## config.mk

```make
export PLATFORM = sky130hd
export DESIGN_NAME = mem_access_unit
export DESIGN_NICKNAME = d
export VERILOG_FILES = /design/src/rtl/mem_access_unit.sv
export SDC_FILE = /design/constraint.sdc
export NUM_CORES = 1
export LEC_CHECK = 0
export CAP_MARGIN = 25
export CORE_MARGIN = 4
export CORE_UTILIZATION = 47
export CTS_BUF_LIST = sky130_fd_sc_hd__clkbuf_4 sky130_fd_sc_hd__clkbuf_8 sky130_fd_sc_hd__clkbuf_16
export DETAILED_ROUTE_END_ITERATION = 16
export HOLD_SLACK_MARGIN = 0.15
export PLACE_DENSITY = 0.95
export SETUP_SLACK_MARGIN = 0.02
export SLEW_MARGIN = 20
export SYNTH_ARGS = -nofsm -noshare
export SYNTH_HDL_FRONTEND = slang
export SYNTH_SLANG_ARGS = --single-unit
```

## constraint.sdc

```tcl
create_clock -name clk -period 5.3 [get_ports clk]
set_clock_uncertainty 0.1 [all_clocks]
set_input_delay 0.795 -clock clk [delete_from_list [all_inputs] [get_ports clk]]
set_output_delay 0.795 -clock clk [all_outputs]
set_load 0.02 [all_outputs]
```

## src/rtl/mem_access_unit.sv

```systemverilog
`default_nettype none
// ============================================================================
// mem_access_unit : memory-access stage; one req/ack bus transaction per op.
// Optional macro MEM_TIMEOUT_EN adds a TIMEOUT-cycle bus-wait abort.
// Revision: 1.0
// ============================================================================
module mem_access_unit #(
  parameter int TIMEOUT = 255
) (
  input  logic        clk,
  input  logic        rst,
  input  logic [31:0] m_a1,
  input  logic [31:0] m_a2,
  input  logic [3:0]  m_r1_op,
  input  logic [3:0]  m_r2_op,
  output logic [31:0] bus_addr,
  output logic [31:0] bus_wdata,
  output logic [3:0]  bus_be,
  output logic        bus_we,
  output logic        bus_req,
  input  logic        bus_ack,
  input  logic [31:0] bus_rdata,
  output logic [31:0] ld_data,
  output logic        r_proceed,
  output logic        misalign,
  output logic        mem_stall,
  output logic        bus_err
);
  typedef enum logic [0:0] {S_IDLE = 1'b0, S_REQ = 1'b1} state_e;

  localparam logic [3:0] C_OP_LOAD  = 4'd1;
  localparam logic [3:0] C_OP_STORE = 4'd2;

  if ((TIMEOUT < 1) || (TIMEOUT > 255)) begin : g_timeout_range
    $error("mem_access_unit: TIMEOUT must lie in 1..255");
  end

  state_e      state_q;
  logic [31:0] addr_q, wdata_q, ld_q;
  logic [3:0]  be_q, size_q;
  logic [1:0]  ofs_q;
  logic        we_q, req_q, proceed_q, misalign_q;

  logic [1:0]  w_k;
  logic        w_is_byte, w_is_half, w_is_mem, w_aligned;
  logic [3:0]  be_d;
  logic [31:0] wdata_d, ld_d;
  logic [15:0] w_half;
  logic [7:0]  w_byte;

  always_comb begin
    w_k       = m_a1[1:0];
    w_is_byte = (m_r2_op == 4'd3) || (m_r2_op == 4'd4);
    w_is_half = (m_r2_op == 4'd1) || (m_r2_op == 4'd2);
    w_is_mem  = (m_r1_op == C_OP_LOAD) || (m_r1_op == C_OP_STORE);
    if (w_is_byte) begin
      be_d      = 4'b0001 << w_k;
      wdata_d   = {4{m_a2[7:0]}};
      w_aligned = 1'b1;
    end else if (w_is_half) begin
      be_d      = w_k[1] ? 4'b1100 : 4'b0011;
      wdata_d   = {2{m_a2[15:0]}};
      w_aligned = ~w_k[0];
    end else begin
      be_d      = 4'b1111;
      wdata_d   = m_a2;
      w_aligned = (w_k == 2'b00);
    end
  end

  // Lane extraction uses the offset latched at request time, not the live input.
  always_comb begin
    w_half = ofs_q[1] ? bus_rdata[31:16] : bus_rdata[15:0];
    case (ofs_q)
      2'd0:    w_byte = bus_rdata[7:0];
      2'd1:    w_byte = bus_rdata[15:8];
      2'd2:    w_byte = bus_rdata[23:16];
      default: w_byte = bus_rdata[31:24];
    endcase
    case (size_q)
      4'd1:    ld_d = {16'h0000, w_half};
      4'd2:    ld_d = {{16{w_half[15]}}, w_half};
      4'd3:    ld_d = {24'h000000, w_byte};
      4'd4:    ld_d = {{24{w_byte[7]}}, w_byte};
      default: ld_d = bus_rdata;
    endcase
  end

`ifdef MEM_TIMEOUT_EN
  localparam logic [7:0] C_TMO_LAST = 8'(TIMEOUT - 1);
  logic [7:0] tmo_q;
  logic       err_q;
`endif

  always_ff @(posedge clk or negedge rst) begin
    if (!rst) begin
      state_q    <= S_IDLE;
      addr_q     <= '0;
      wdata_q    <= '0;
      ld_q       <= '0;
      be_q       <= '0;
      size_q     <= '0;
      ofs_q      <= '0;
      we_q       <= 1'b0;
      req_q      <= 1'b0;
      proceed_q  <= 1'b0;
      misalign_q <= 1'b0;
`ifdef MEM_TIMEOUT_EN
      tmo_q      <= '0;
      err_q      <= 1'b0;
`endif
    end else begin
      proceed_q  <= 1'b0;
      misalign_q <= 1'b0;
`ifdef MEM_TIMEOUT_EN
      err_q      <= 1'b0;
`endif
      case (state_q)
        S_IDLE: begin
          if (!w_is_mem) begin
            proceed_q <= 1'b1;
          end else if (!w_aligned) begin
            misalign_q <= 1'b1;
          end else begin
            addr_q  <= {m_a1[31:2], 2'b00};
            we_q    <= (m_r1_op == C_OP_STORE);
            be_q    <= be_d;
            wdata_q <= wdata_d;
            size_q  <= m_r2_op;
            ofs_q   <= w_k;
            req_q   <= 1'b1;
            state_q <= S_REQ;
`ifdef MEM_TIMEOUT_EN
            tmo_q   <= '0;
`endif
          end
        end
        S_REQ: begin
          // An ack on the same edge as the timeout limit still completes normally.
          if (bus_ack) begin
            req_q     <= 1'b0;
            proceed_q <= 1'b1;
            state_q   <= S_IDLE;
            if (!we_q) ld_q <= ld_d;
          end
`ifdef MEM_TIMEOUT_EN
          else if (tmo_q == C_TMO_LAST) begin
            req_q   <= 1'b0;
            err_q   <= 1'b1;
            state_q <= S_IDLE;
          end else begin
            tmo_q <= tmo_q + 8'd1;
          end
`endif
        end
        default: state_q <= S_IDLE;
      endcase
    end
  end

  assign bus_addr  = addr_q;
  assign bus_wdata = wdata_q;
  assign bus_be    = be_q;
  assign bus_we    = we_q;
  assign bus_req   = req_q;
  assign ld_data   = ld_q;
  assign r_proceed = proceed_q;
  assign misalign  = misalign_q;
  assign mem_stall = (state_q == S_REQ);
`ifdef MEM_TIMEOUT_EN
  assign bus_err   = err_q;
`else
  assign bus_err   = 1'b0;
`endif

endmodule
`default_nettype wire

```

-- Word-level counts from Yosys, hierarchy flattened
Index checks and enable logic that the tools add are counted.
- equality and inequality tests: 15
- shifts and indexed selects: 1
- muxes and demuxes: 24
- bitwise gates (word level): 3
- reductions and logical operators: 8
- operators by type and width (operator ; count):
    $pmux W32 S4 ; 1
    $mux W32 ; 2
    $pmux W8 S3 ; 1
    $eq A4 B2 Y1 const B ; 5
    $mux W16 ; 1
    $mux W1 ; 13
    $eq A4 B1 Y1 const B ; 3
    $mux W4 ; 3
    $reduce_and A3 Y1 ; 3
    $eq A4 B3 Y1 const B ; 2
    $ne A2 B2 Y1 const B ; 3
    $pmux W1 S2 ; 3
    $logic_not A2 Y1 ; 2
    $shl A1 B2 Y4 const A ; 1
    $logic_or A1 B1 Y1 ; 3
    $not A1 Y1 ; 3
    $eq A2 B1 Y1 const B ; 1
    $eq A2 B2 Y1 const B ; 1
- register bits after elaboration: 109
- output and inout bits: 106

-- Longest topological paths before layout
Gate-level depths: netlist of the first run.
- depth in word-level cells: 7
- gate-level depth with buffers: 7
- mapped depth without buffers: 4

-- Worst setup path after synthesis of the first run
OpenSTA, ideal clock, no wires.
- path kind: input -> register
- start point: input port m_r2_op[0]
- end point: register wdata_q[13], in the netlist bus_wdata[13]
- library setup time: 0.128 ns
- arrival: 2.504 ns
- data required time: 5.072 ns
- slack: 2.569 ns
- stages on the path: 6
- buffers on the path: 2
- path through: buf_2 > or3b_1 > clkbuf_1 > a21oi_2 > mux2_2 > mux2_1
- word-level cells in the longest chain between the ends: 5
- elaborated cells between the ends (all ways): 10
- ends and longest elaborated chain (what ; line ; source):
    start, declared ; 15 ; input logic [3:0] m_r2_op,
    $eq A4 B1 Y1 / $eq A4 B2 Y1 (equally long branches) ; 54 ; w_is_half = (m_r2_op == 4'd1) || (m_r2_op == 4'd2);
    $logic_or A1 B1 Y1 ; 54 ;
    $mux W1 ; 60 ; end else if (w_is_half) begin
    $mux W1 ; 56 ; if (w_is_byte) begin
    $reduce_and A3 Y1 (no source line) ; -- ;
    end signal, assigned ; 128 ; wdata_q <= wdata_d;
    end, declared ; 39 ; logic [31:0] addr_q, wdata_q, ld_q;
Parallel ways exist; a longest one is shown, timed or not.
A chain may end at the register's enable or synchronous reset.

-- Final worst setup path of the first run
- start point: input port m_r2_op[0]
- end point: register wdata_q[15], in the netlist bus_wdata[15]
Same word-level chain as after synthesis.

==> summary.md, run 1 <==
| Metric | Value |
|---|---|
| Status | finished clean |
| VDD IR max | 330 uV |
| Synthesized flop and latch total | 109 |
| Max Root-Sink Buffers | 2 |
| Final net count | 747 |
| Largest net degree at the start of global routing | 66 |
| Asr flop ratio synth | 100% |
| Initial DRC Count | 480 |
| Multi-input gate area | 0.00235 sq mm |
| GPL Wtd Cong | 0.895 |
| IO Count | 213 |
| Routed Antenna Nets | 0 |
| Hold Vio Cnt, Final | 0 |
| CP Cell Sequence | clkdlybuf4s50_1, or3b_1, a21o_1, a31oi_4, buf_4, mux2_2 |
| Row Count | 38 |
| Residual DRC | 0 |
| Diodes inserted | 0 |
| Total power | 3.64 mW |
| Met3 Usage GRT | 9.07% |
| Port bufs | 209 |
| Syn avg cell area | 11.7 sq um |
| Die width | 114 um |
| Met2 usage | 43.0% |
| Setup tns final | 0 ns |
| Layer with the highest usage | met2 |
| EDFF count, synth | 0 |
| Max-Cap Viols | 0 |
| Die area | 0.0130 sq mm |
| RSZ-0062 raised after global routing | no |
| Global-route usage over all layers | 25.0% |
| CP Capture Type | register |
| Power density cells | 478 mW/mm^2 |
| Placed Instances | 769 |
| H-tree levels | 3 |
| CTS tree | yes |
| Area growth syn-to-layout | 44.6% |
| Buffer count from post-CTS setup fixing | 0 |
| Worst EP arrival | 3.92 ns |
| First-pass GRT wire length | 25700 um |
| Worst Path Required | 5.45 ns |
| CP max-delay cell | buf_4 |
| Crit start category | input pin |
| Pre-Repair DR Iteration Count | 8 |
| Most frequent cells in the layout | 208 x clkdlybuf4s50_1, 109 x dfrtp_1, 69 x mux2_2 |
| Top_reg_cell synth | dfrtp_1 |
| Drt via density | 5.83 |
| Fin crit share | 71.2% |
| Synthesis Warnings | 0 |
| Leakage | 3.08 nW |
| Worst Path Class, Setup | input pin to register |
| Layout Cells excl Fill | 784 |
| Critical Path Fanout Max | 65 |
| M1 GR Usage | 28.8% |
| Period minus WS final | 3.77 ns |
| Share of cells above drive strength 1 | 16.5% |
| Worst slew pin tran | 1.01 ns |
| CTS Buf Count | 9 |
| # fillers | 746 |
| Root buffer cell | clkbuf_8 |
| DR vias | 4570 |
| Vias in the first global route | 4954 |
| FF-to-FF path depth | 4 |
| Hold_buf cts | 0 |
| Synth unique cells | 48 |
| Wirelength per Cell | 20.7 um |
| Core footprint | 0.0109 sq mm |
| Crit-path max cell delay | 0.67 ns |
| Post-Route WL | 16200 um |
| Post-cts sizing count | 0 |
| F_max | 0.265 GHz |
| Commonest non-fill, non-tap cell in the layout | clkdlybuf4s50_1 |
| Register area | 0.00273 sq mm |
| HPWL Detailed | 11900 um |
| Clock Latency Late Sink | 0.36 ns |
| Cell Area, Synth | 0.00526 sq mm |
| Final Setup Violations | 0 |
| Max_slew headroom | 32.1% |
| Global route total overflow | 0 |
| CTS clock-pin slew for the worst setup and hold paths | 0.10 ns |
| Initial Utilization | 48.3% |
| Register area share after synthesis | 51.8% |
| Mapped Cells | 450 |
| Initial antenna violation count | 0 |
| Max-slew violations | 0 |
| Overall die height | 114 um |
| Hold Crit Class | input pin to async pin |
| TritonCTS Sinks | 109 |
[power breakdown]
part | internal (mW) | switching, mW | leakage [nW]
combinational | 0.873 | 0.858 | 1.67
clock | 0.255 | 0.273 | 0.108
sequential | 1.14 | 0.237 | 1.30
total | 2.27 | 1.37 | 3.08
[logic make-up (layout without fill, tap and decap cells)]
logic type | count (synthesis) | count (layout) | share of synthesized area, %
compound gates | 95 | 95 | 11.8
xor+xnor | 5 | 5 | 0.832
fa+ha+maj | 1 | 1 | 0.190
buf+inv | 43 | 235 | 3.64
flops | 109 | 109 | 51.8
mux | 100 | 100 | 22.9
other cells | 1 | 3 | 0.0713
simple gates | 96 | 96 | 8.70
[through the flow]
step	util [%]	setup slack, ns	hold slack, ns	cell area, sq um
detailed placement	67.9	1.20	0.377	7400
CTS	69.9	1.59	0.335	7610
floorplan	-	2.57	0.388	5270
finish	69.9	1.53	0.325	7610
global placement	67.9	1.30	0.366	7400
global route	69.9	1.38	0.349	7610
[routing by layer]
layer | vias up | share of wire, %
met1 | 2223 | 35
met2 | 287 | 51
met4 | 0 | 2.2
met3 | 39 | 11
li1 | 2021 | -
met5 | - | 0
[Yosys cell counts, types with 2 or more instances]
master	number	share of area, %
mux2i_1	7	1.3
buf_1	3	0.21
inv_1	8	0.57
buf_4	4	0.57
nor2_1	32	2.3
clkbuf_1	16	1.1
mux4_2	8	3.4
a31oi_1	8	0.95
dfrtp_1	109	52
o21ai_0	22	2.1
nor4b_1	2	0.33
mux2_1	16	3.4
a21oi_1	28	2.7
buf_2	12	1.1
xnor2_1	4	0.67
a21o_1	4	0.57
o32ai_1	3	0.50
mux2_2	69	15
nand2_1	24	1.7
nor2b_1	2	0.24
or2_2	3	0.36
nand3_1	9	0.86
o211ai_1	2	0.29
a222oi_1	8	1.5
nor3_1	14	1.3
a2bb2oi_1	2	0.33
a211oi_1	10	1.4
[sequential cells by signal (all words and copies together) (netlist names)]
register / flops
bus_wdata: 32
bus_req: 1
r_proceed: 1
bus_be: 4
mem_stall: 1
ofs_q: 2
size_q: 4
ld_data: 32
bus_addr: 30
misalign: 1
bus_we: 1
[worst paths after layout]
check / from / endpoint / slack [ns]
max: m_r2_op[0] / bus_wdata[15] / 1.53
min: rst / bus_addr[6] / 0.33
max reg2reg: mem_stall / bus_wdata[15] / 2.47
min reg2reg: ld_data[8] / ld_data[8] / 0.40
max in group asynchronous: rst / bus_addr[8] / 3.51
min in group clk: ld_data[8] / ld_data[8] / 0.40
[worst max-delay path, delay by kind of cell]
kind / cells / cell delay [ns]
compound gates: 2 / 0.78
buf+inv: 2 / 1.23
mux: 1 / 0.42
simple gates: 1 / 0.62
[layout make-up]
| type | instances | area share, % |
|---|---|---|
| clock inverters | 3 | 0.576 |
| clock buffers | 12 | 2.17 |
| inverters | 8 | 0.395 |
| multi-input cells | 300 | 30.9 |
| flip-flops and latches | 109 | 35.9 |
| repair buffers | 212 | 27.8 |
| well taps | 140 | 2.30 |
(Power assumes the default switching activity.)
==> run 2: changes to the inputs <==
- CORE_UTILIZATION: 47 -> 44
- PLACE_DENSITY: 0.95 -> 0.9
- clock period: 5.3 -> 3.6 ns (I/O delays scaled with it)
==> run 2 against run 1 <==
Compared with the run above:
- combinational power rose by 47%
- setup slack lost 0.75 ns
- sequential cell count stayed put
- first-iteration DRC count fell by 15%
- via count down 1.6%
- critical path depth stayed put
- global-route usage down 2.4 points
- clock power rose by 93%
- cell count increased by 0.89%
==> summary.md, run 2 (synthesized netlist as in run 1, its figures left out) <==
| Metric | Value |
|---|---|
| Vias in the first global route | 4865 (was 4954) |
| IO Count | 213 (unchanged) |
| VDD IR max | 444 uV (was 330 uV) |
| Routed Antenna Nets | 0 (unchanged) |
| Area growth syn-to-layout | 47.4% (was 44.6%) |
| FF-to-FF path depth | 5 (was 4) |
| RSZ-0062 raised after global routing | no (unchanged) |
| Power density cells | 720 mW/mm^2 (was 478 mW/mm^2) |
| H-tree levels | 3 (unchanged) |
| Core Util, Final | 67.1% (was 69.9%) |
| Critical Path Fanout Max | 55 (was 65) |
| Period minus WS final | 2.83 ns |
| Hold_buf cts | 0 (unchanged) |
| Row Count | 39 (was 38) |
| Max-slew violations | 0 (unchanged) |
| Max Root-Sink Buffers | 2 (unchanged) |
| Max-Cap Viols | 0 (unchanged) |
| First-pass GRT wire length | 25400 um (was 25700 um) |
| Post-cts sizing count | 0 (unchanged) |
| Largest net degree at the start of global routing | 65 (was 66) |
| DR vias | 4496 (was 4570) |
| Final net count | 750 (was 747) |
| Post-route setup slack | 0.771 ns (was 1.53 ns) |
| Placed cell area | 0.00745 sq mm (was 0.00740 sq mm) |
| Register area | 0.00273 sq mm (unchanged) |
| Initial DRC Count | 409 (was 480) |
| Root buffer cell | clkbuf_16 (was clkbuf_8) |
| Die width | 117 um (was 114 um) |
| Hold Slack | 0.188 ns (was 0.325 ns) |
| Worst slew pin tran | 0.865 ns (was 1.01 ns) |
| Setup tns final | 0 ns (unchanged) |
| Global route total overflow | 0 (unchanged) |
| # fillers | 827 (was 746) |
| Core footprint | 0.0116 sq mm (was 0.0109 sq mm) |
| Post-Route WL | 15600 um (was 16200 um) |
| HPWL Detailed | 11700 um (was 11900 um) |
| Initial antenna violation count | 0 (unchanged) |
| Fin area | 0.00775 sq mm (was 0.00761 sq mm) |
| Worst EP arrival | 2.96 ns (was 3.92 ns) |
| R2R Path Start | ofs_q[1] (was mem_stall) |
| CTS tree | yes (unchanged) |
| Status | finished clean (unchanged) |
| Buffer count from post-CTS setup fixing | 0 (unchanged) |
| Leakage | 3.14 nW (was 3.08 nW) |
| Most frequent cells in the layout | 208 x clkdlybuf4s50_1, 109 x dfrtp_1, 69 x mux2_2 (unchanged) |
| Drt via density | 5.68 (was 5.83) |
| Reg2Reg Setup Slack | 1.12 ns (was 2.47 ns) |
| Final Setup Violations | 0 (unchanged) |
| Die area | 0.0138 sq mm (was 0.0130 sq mm) |
| TritonCTS Sinks | 109 (unchanged) |
| Share of cells above drive strength 1 | 17.0% (was 16.5%) |
| Residual DRC | 0 (unchanged) |
| Worst Path Required | 3.73 ns (was 5.45 ns) |
| Max_slew headroom | 42.1% (was 32.1%) |
| CTS Buf Count | 9 (unchanged) |
| Clock Latency Late Sink | 0.34 ns (was 0.36 ns) |
| Multi-input gate area | 0.00235 sq mm (unchanged) |
| Global-route usage over all layers | 22.6% (was 25.0%) |
| Worst Path Class, Setup | input pin to register (unchanged) |
| CP Capture Type | register (unchanged) |
| Overall die height | 117 um (was 114 um) |
| Wirelength per Cell | 19.7 um (was 20.7 um) |
| Pre-Repair DR Iteration Count | 5 (was 8) |
| Fin crit share | 78.6% |
| Diodes inserted | 0 (unchanged) |
| Crit start category | input pin (unchanged) |
| F_max | 0.354 GHz |
| GPL Wtd Cong | 0.844 (was 0.895) |
| Commonest non-fill, non-tap cell in the layout | clkdlybuf4s50_1 (unchanged) |
| Place WS | 0.434 ns (was 1.20 ns) |
| CTS clock-pin slew for the worst setup and hold paths | 0.07 ns (was 0.10 ns) |
| Hold Crit Class | input pin to async pin (unchanged) |
| Port bufs | 209 (unchanged) |
| Hold Vio Cnt, Final | 0 (unchanged) |
| Initial Utilization | 45.5% (was 48.3%) |
| RR Endpoint | ld_data[22] (was bus_wdata[15]) |
## run 2: cell count changes in the layout (fill, tap and decap cells not counted), sizes merged
cell      change
buf           +3
clkinvlp      +2
clkbuf        -1
clkinv        -1
inv           +1
## run 2: area by class of cell
cell class | count | area share (%)
tap | 143 | 2.31
clock buffer | 11 | 3.18
sequential | 109 | 35.2
multi-input combinational | 300 | 30.3
inverter | 8 | 0.387
timing repair buffer | 215 | 27.8
clock inverter | 5 | 0.758
## run 2: stage by stage
step                      std cells  power (mW)
after floorplan                 452        3.27
after global placement          775        4.49
after detailed placement        775        4.58
after CTS                       791        5.62
after global routing            791        5.89
final                           791        5.58
## run 2: metal layers
| metal | vias up | part of all wire (%) | global-route usage (%) |
|---|---|---|---|
| li1 | 2036 | - | - |
| met1 | 2207 | 38 | 26.4 |
| met2 | 224 | 50 | 38.8 |
| met3 | 29 | 9.2 | 7.80 |
| met4 | 0 | 2.0 | 7.70 |
| met5 | - | 0 | 0 |
## run 2: critical path, stage by stage
cell,delay (ns)
clkdlybuf4s50_1,0.61
or3b_1,0.58
a21o_1,0.27
a31oi_4,0.22
buf_12,0.28
mux2_2,0.38
## run 2: worst max-delay path by stage
stage | startpoint | slack (ns) | endpoint | depth (start not counted)
after floorplan | m_r2_op[0] | 1.12 | bus_wdata[13] | 6
after global placement | m_r2_op[0] | 0.54 | bus_addr[9] | 6
after detailed placement | m_r2_op[0] | 0.43 | bus_addr[26] | 6
after CTS | m_r2_op[0] | 0.80 | bus_wdata[1] | 6
after global routing | m_r2_op[2] | 0.67 | bus_addr[22] | 6
final | m_r2_op[2] | 0.77 | bus_addr[22] | 6
## run 2: report_power, final
group	switching [mW]	leakage [nW]	internal [mW]	total [mW]
clock	0.449	0.146	0.568	1.02
sequential	0.331	1.30	1.68	2.01
combinational	1.26	1.69	1.29	2.55
==> edit 1, RTL diff (config.mk and constraints of run 1) <==
The option `MEM_TIMEOUT_EN` is turned on by a define.
--- a/src/rtl/mem_access_unit.sv
+++ b/src/rtl/mem_access_unit.sv
@@ -4,6 +4,8 @@
 // Optional macro MEM_TIMEOUT_EN adds a TIMEOUT-cycle bus-wait abort.
 // Revision: 1.0
 // ============================================================================
+`define MEM_TIMEOUT_EN
+
 module mem_access_unit #(
   parameter int TIMEOUT = 255
 ) (
Function: no difference found for any inputs over 4 cycles, from zero or initial values and one cycle with rst low; that may be too few to reach the edited logic, so the function may still have changed.
==> edit 1 against run 1 <==
First-iteration DRC count shrank 12%; routed wire length grew 7.6%; worst setup slack gained 0.25 ns; die area grew 10%; final area grew 14%; sequential cell count grew 9; total power grew 22%; via count grew 13%; area after synthesis grew 11%; sequential power grew 3%; fmax grew 7.2%; critical path type unchanged; largest cell class unchanged; highest routed layer unchanged.
==> edit 1: results (changes against run 1) <==
* FMAX at 284.0 MHz (was 264.9 MHz)
* # fillers at 849 (was 746)
* Nets at 822 (was 747)
* Multi-Input Combinational at 358 (was 300)
* R2R Path Start: ofs_q[0] (was mem_stall)
* Adder-cell share of the synthesized area at 0.4283% (was 0.1902%)
* Commonest cells post-synth: dfrtp_1 (118), mux2_2 (92), o21ai_0 (35), nor2_1 (34), nand2_1 (31) (was dfrtp_1 (109), mux2_2 (69), nor2_1 (32), a21oi_1 (28), nand2_1 (24))
* Worst Path Arrival at 3.71 ns (was 3.92 ns)
* Placed insts at 861 (was 769)
* Synth Area in XOR/XNOR at 1.049% (was 0.8321%)
* Crit Reg-Reg Endpoint: ld_data[26] (was bus_wdata[15])
* Slowest-stage cell, CP: or4b_1 (was buf_4)
* Netlist cell types at 53 (was 48)
* VDD IR max at 0.2810 mV (was 0.3303 mV)
* FP Rows at 40 (was 38)
* Clock buf/inv share at 7.359% (was 2.747%)
* RD Place Congestion at 0.8868 (was 0.8954)
* Final HPWL DP at 12410 um (was 11950 um)
* CTS clk-pin slew, worst paths at 0.05 ns (was 0.10 ns)
* Largest net degree at the start of global routing at 73 (was 66)
* Actual slew at the worst max-slew pin at 0.8873 ns (was 1.014 ns)
* Root Driver: clkbuf_16 (was clkbuf_8)
* Num sequential at 118 (was 109)
* Antenna cell count at 0 (unchanged)
* GRT Resource Usage Total at 24.60% (was 24.98%)
* Buffering overhead at 24.75% (was 27.76%)
* Logic inverters at 4 (was 8)
* Initial DRC Count at 424 (was 480)
* Top cells by area, synth: dfrtp_1 (51%), mux2_2 (18%), mux4_2 (3.1%) (was dfrtp_1 (52%), mux2_2 (15%), mux2_1 (3.4%))
* Reg area at 0.002953 mm^2 (was 0.002728 mm^2)
* Bufs w/o clock at 214 (was 212)
* Pre-Repair DR Iteration Count at 6 (was 8)
* Max H-tree Level at 4 (was 3)
* Post-Synthesis Cells at 514 (was 450)
* Port-buffer cells at 210 (was 209)
* Vias at 5157 (was 4570)
* Hold Crit Class: register to register (was input port to asynchronous set/reset pin)
* Status: complete, no violations (unchanged)
* R2R setup slack at 2.55 ns (was 2.47 ns)
* Clock buffer cells at 23 (was 12)
* WL/cell at 19.50 um (was 20.67 um)
* Setup slack at placement at 1.456 ns (was 1.196 ns)
* Layout cells sized above 1 at 20.11% (was 16.46%)
* Instance area at placement at 0.008009 mm^2 (was 0.007398 mm^2)
* CP Capture Point: bus_addr[17] (was bus_wdata[15])
* CP max stage delay at 0.82 ns (was 0.67 ns)
* Sequential fraction of the synthesis area at 50.54% (was 51.83%)
* Static Leak at 3.517 nW (was 3.077 nW)
* Compound-Gate Fraction of Synth Area at 10.79% (was 11.79%)
* Vias in the first global route at 5464 (was 4954)
* Hold slack at 0.3756 ns (was 0.3253 ns)
* Fin cells at 894 (was 784)
* Clock latency at the later pin of the worst-skew pair at 0.41 ns (was 0.36 ns)
* CP max FO at 54 (was 65)
* Multi-input combinational area share at 31.17% (was 30.94%)
* Mux contribution to synthesized area at 22.18% (was 22.94%)
==> edit 1: changes by cell type in the layout (fill, tap and decap cells not counted), moves of 4 or more <==
cell and delta:
o22ai_1 +7, mux2_1 -16, nand2_1 +7, o21ai_0 +13
clkbuf_4 +4, clkbuf_16 +17, mux2_2 +23, clkbuf_8 -9
a222oi_1 -8, and2_1 +4, nor3_1 +10, dfrtp_1 +9
inv_1 -4
==> edit 1: report_power, final <==
| part | total, W | leakage [nW] | internal, W | switching, W |
|---|---|---|---|---|
| registers | 0.00142 | 1.43 | 0.00121 | 0.000208 |
| logic | 0.00179 | 1.78 | 0.000890 | 0.000899 |
| clock network | 0.00123 | 0.317 | 0.000836 | 0.000394 |
==> edit 1: metal layers <==
metal,vias to the layer above,track usage (%),wire length (um)
li1,2273,-,-
met1,2539,27.45,6443
met2,290,42.62,8896
met3,55,7.776,1494
met4,0,11.81,603
met5,-,0,0
==> edit 2, RTL diff (config.mk and constraints of run 1) <==
Without the edit above. Make the reset (`rst`) synchronous in one clocked block.
--- a/src/rtl/mem_access_unit.sv
+++ b/src/rtl/mem_access_unit.sv
@@ -92,7 +92,7 @@
   logic       err_q;
 `endif
 
-  always_ff @(posedge clk or negedge rst) begin
+  always_ff @(posedge clk) begin
     if (!rst) begin
       state_q    <= S_IDLE;
       addr_q     <= '0;
Function: differs if rst is asserted again (counterexample within 4 cycles, from zero or initial values and one cycle with rst low); with rst held inactive, the same outputs for 4 cycles.
==> edit 2 against run 1 <==
Area after synthesis fell by 2.9%; worst setup slack improved by 0.80 ns; global-route usage rose by 3.1 points; sequential cell count did not move; first-iteration DRC count rose by 30%; routed wire length rose by 16%; final area fell by 3.0%; fmax rose by 27%.
Power is not compared: it rests on default switching activity, and its combinational part moved more than twofold at a synthesized area within 25%.
==> edit 2: results (changes against run 1) <==
* Status: complete, no violations (unchanged)
* Max H-tree Level at 3 (unchanged)
* Area growth syn-to-layout at 44.40% (was 44.56%)
* Clock buf/inv share at 2.780% (was 2.747%)
* Adder-cell share of the synthesized area at 0% (was 0.1902%)
* Critical path startpoint: m_r2_op[2] (was m_r2_op[0])
* Reg area at 0.002182 mm^2 (was 0.002728 mm^2)
* Maximum buffer depth of the clock tree at 2 (unchanged)
* Worst Path Arrival at 3.09 ns (was 3.92 ns)
* Routing usage on met3 at 7.439% (was 9.072%)
* RD Place Congestion at 0.8632 (was 0.8954)
* GRT Resource Usage Total at 28.11% (was 24.98%)
* R2R setup slack at 2.76 ns (was 2.47 ns)
* Met2 Resource Use GR at 47.79% (was 42.99%)
* Buffering overhead at 29.49% (was 27.76%)
* Fin cells at 912 (was 784)
* Logic inverters at 4 (was 8)
* Setup slack at placement at 1.601 ns (was 1.196 ns)
* Vias/cell at 6.218 (was 5.829)
* Met1 Wirelength at 7249 um (was 5748 um)
* Final HPWL DP at 13360 um (was 11950 um)
* Largest net degree at the start of global routing at 69 (was 66)
* DR WL met2 at 9076 um (was 8282 um)
* Layout cells sized above 1 at 6.701% (was 16.46%)
* # fillers at 767 (was 746)
* Commonest cells post-synth: dfxtp_1 (109), a21oi_1 (91), o21ai_0 (77), nand2_1 (55), nand3_1 (54) (was dfrtp_1 (109), mux2_2 (69), nor2_1 (32), a21oi_1 (28), nand2_1 (24))
* Clock buffer cells at 9 (was 12)
* Post-Synthesis Cells at 602 (was 450)
* Top cells by area, synth: dfxtp_1 (43%), a21oi_1 (8.9%), o21ai_0 (7.5%) (was dfrtp_1 (52%), mux2_2 (15%), mux2_1 (3.4%))
* Hold Crit Class: register to register (was input port to asynchronous set/reset pin)
* Vias in the first global route at 5512 (was 4954)
* FMAX at 336.3 MHz (was 264.9 MHz)
* Multi-Input Combinational at 430 (was 300)
* Compound-Gate Fraction of Synth Area at 28.88% (was 11.79%)
* Ys async rst share at 0% (was 100.0%)
* Pre-Repair DR Iteration Count at 6 (was 8)
* Initial DRC Count at 623 (was 480)
* Sequential fraction of the synthesis area at 42.68% (was 51.83%)
* CP max FO at 27 (was 65)
* R2R Path Start: ofs_q[1] (was mem_stall)
* Synth Area in XOR/XNOR at 0.6853% (was 0.8321%)
* Met1 Track Usage GR at 34.31% (was 28.84%)
* Rel. slew slack at 41.43% (was 32.05%)
* First-pass GRT wire length at 29240 um (was 25720 um)
* Nets at 878 (was 747)
* Hold slack at 0.3706 ns (was 0.3253 ns)
* Crit Reg-Reg Endpoint: ld_data[21] (was bus_wdata[15])
* Netlist cell types at 53 (was 48)
* Mux contribution to synthesized area at 6.608% (was 22.94%)
* Bufs w/o clock at 217 (was 212)
* Mapped cell area at 0.005112 mm^2 (was 0.005263 mm^2)
* Met3 routed WL at 1783 um (was 1813 um)
## edit 2: cell types whose count changed after synthesis, moves of 31 or more
cell            run 1  this run
dfrtp_1           109         0
dfxtp_1             0       109
a21oi_1            28        91
mux2_2             69         6
o21ai_0            22        77
nand3_1             9        54
nand2_1            24        55
## edit 2: power groups by stage
stage	clock (W)	combinational, W	sequential (W)
3_5_place_dp	0	0.000306	0.000869
2_1_floorplan	0	0.000134	0.000887
3_3_place_gp	0	0.000296	0.000867
6_report	0.000528	0.000320	0.000851
5_1_grt	0.000568	0.000337	0.000853
4_1_cts	0.000534	0.000308	0.000850
## edit 2: worst max-delay path by stage
stage,end,cells past startpoint
after floorplan,mem_stall,7
after global placement,bus_be[1],5
after detailed placement,bus_be[1],5
after CTS,bus_be[1],5
after global routing,bus_wdata[14],6
final,bus_wdata[10],6
## edit 2: critical path, cell delays in order
cell and delay, ns:
clkdlybuf4s50_1 0.67, nor3b_1 0.51, a2111oi_4 0.15, buf_4 0.24, nor2_4 0.53, a311oi_1 0.18
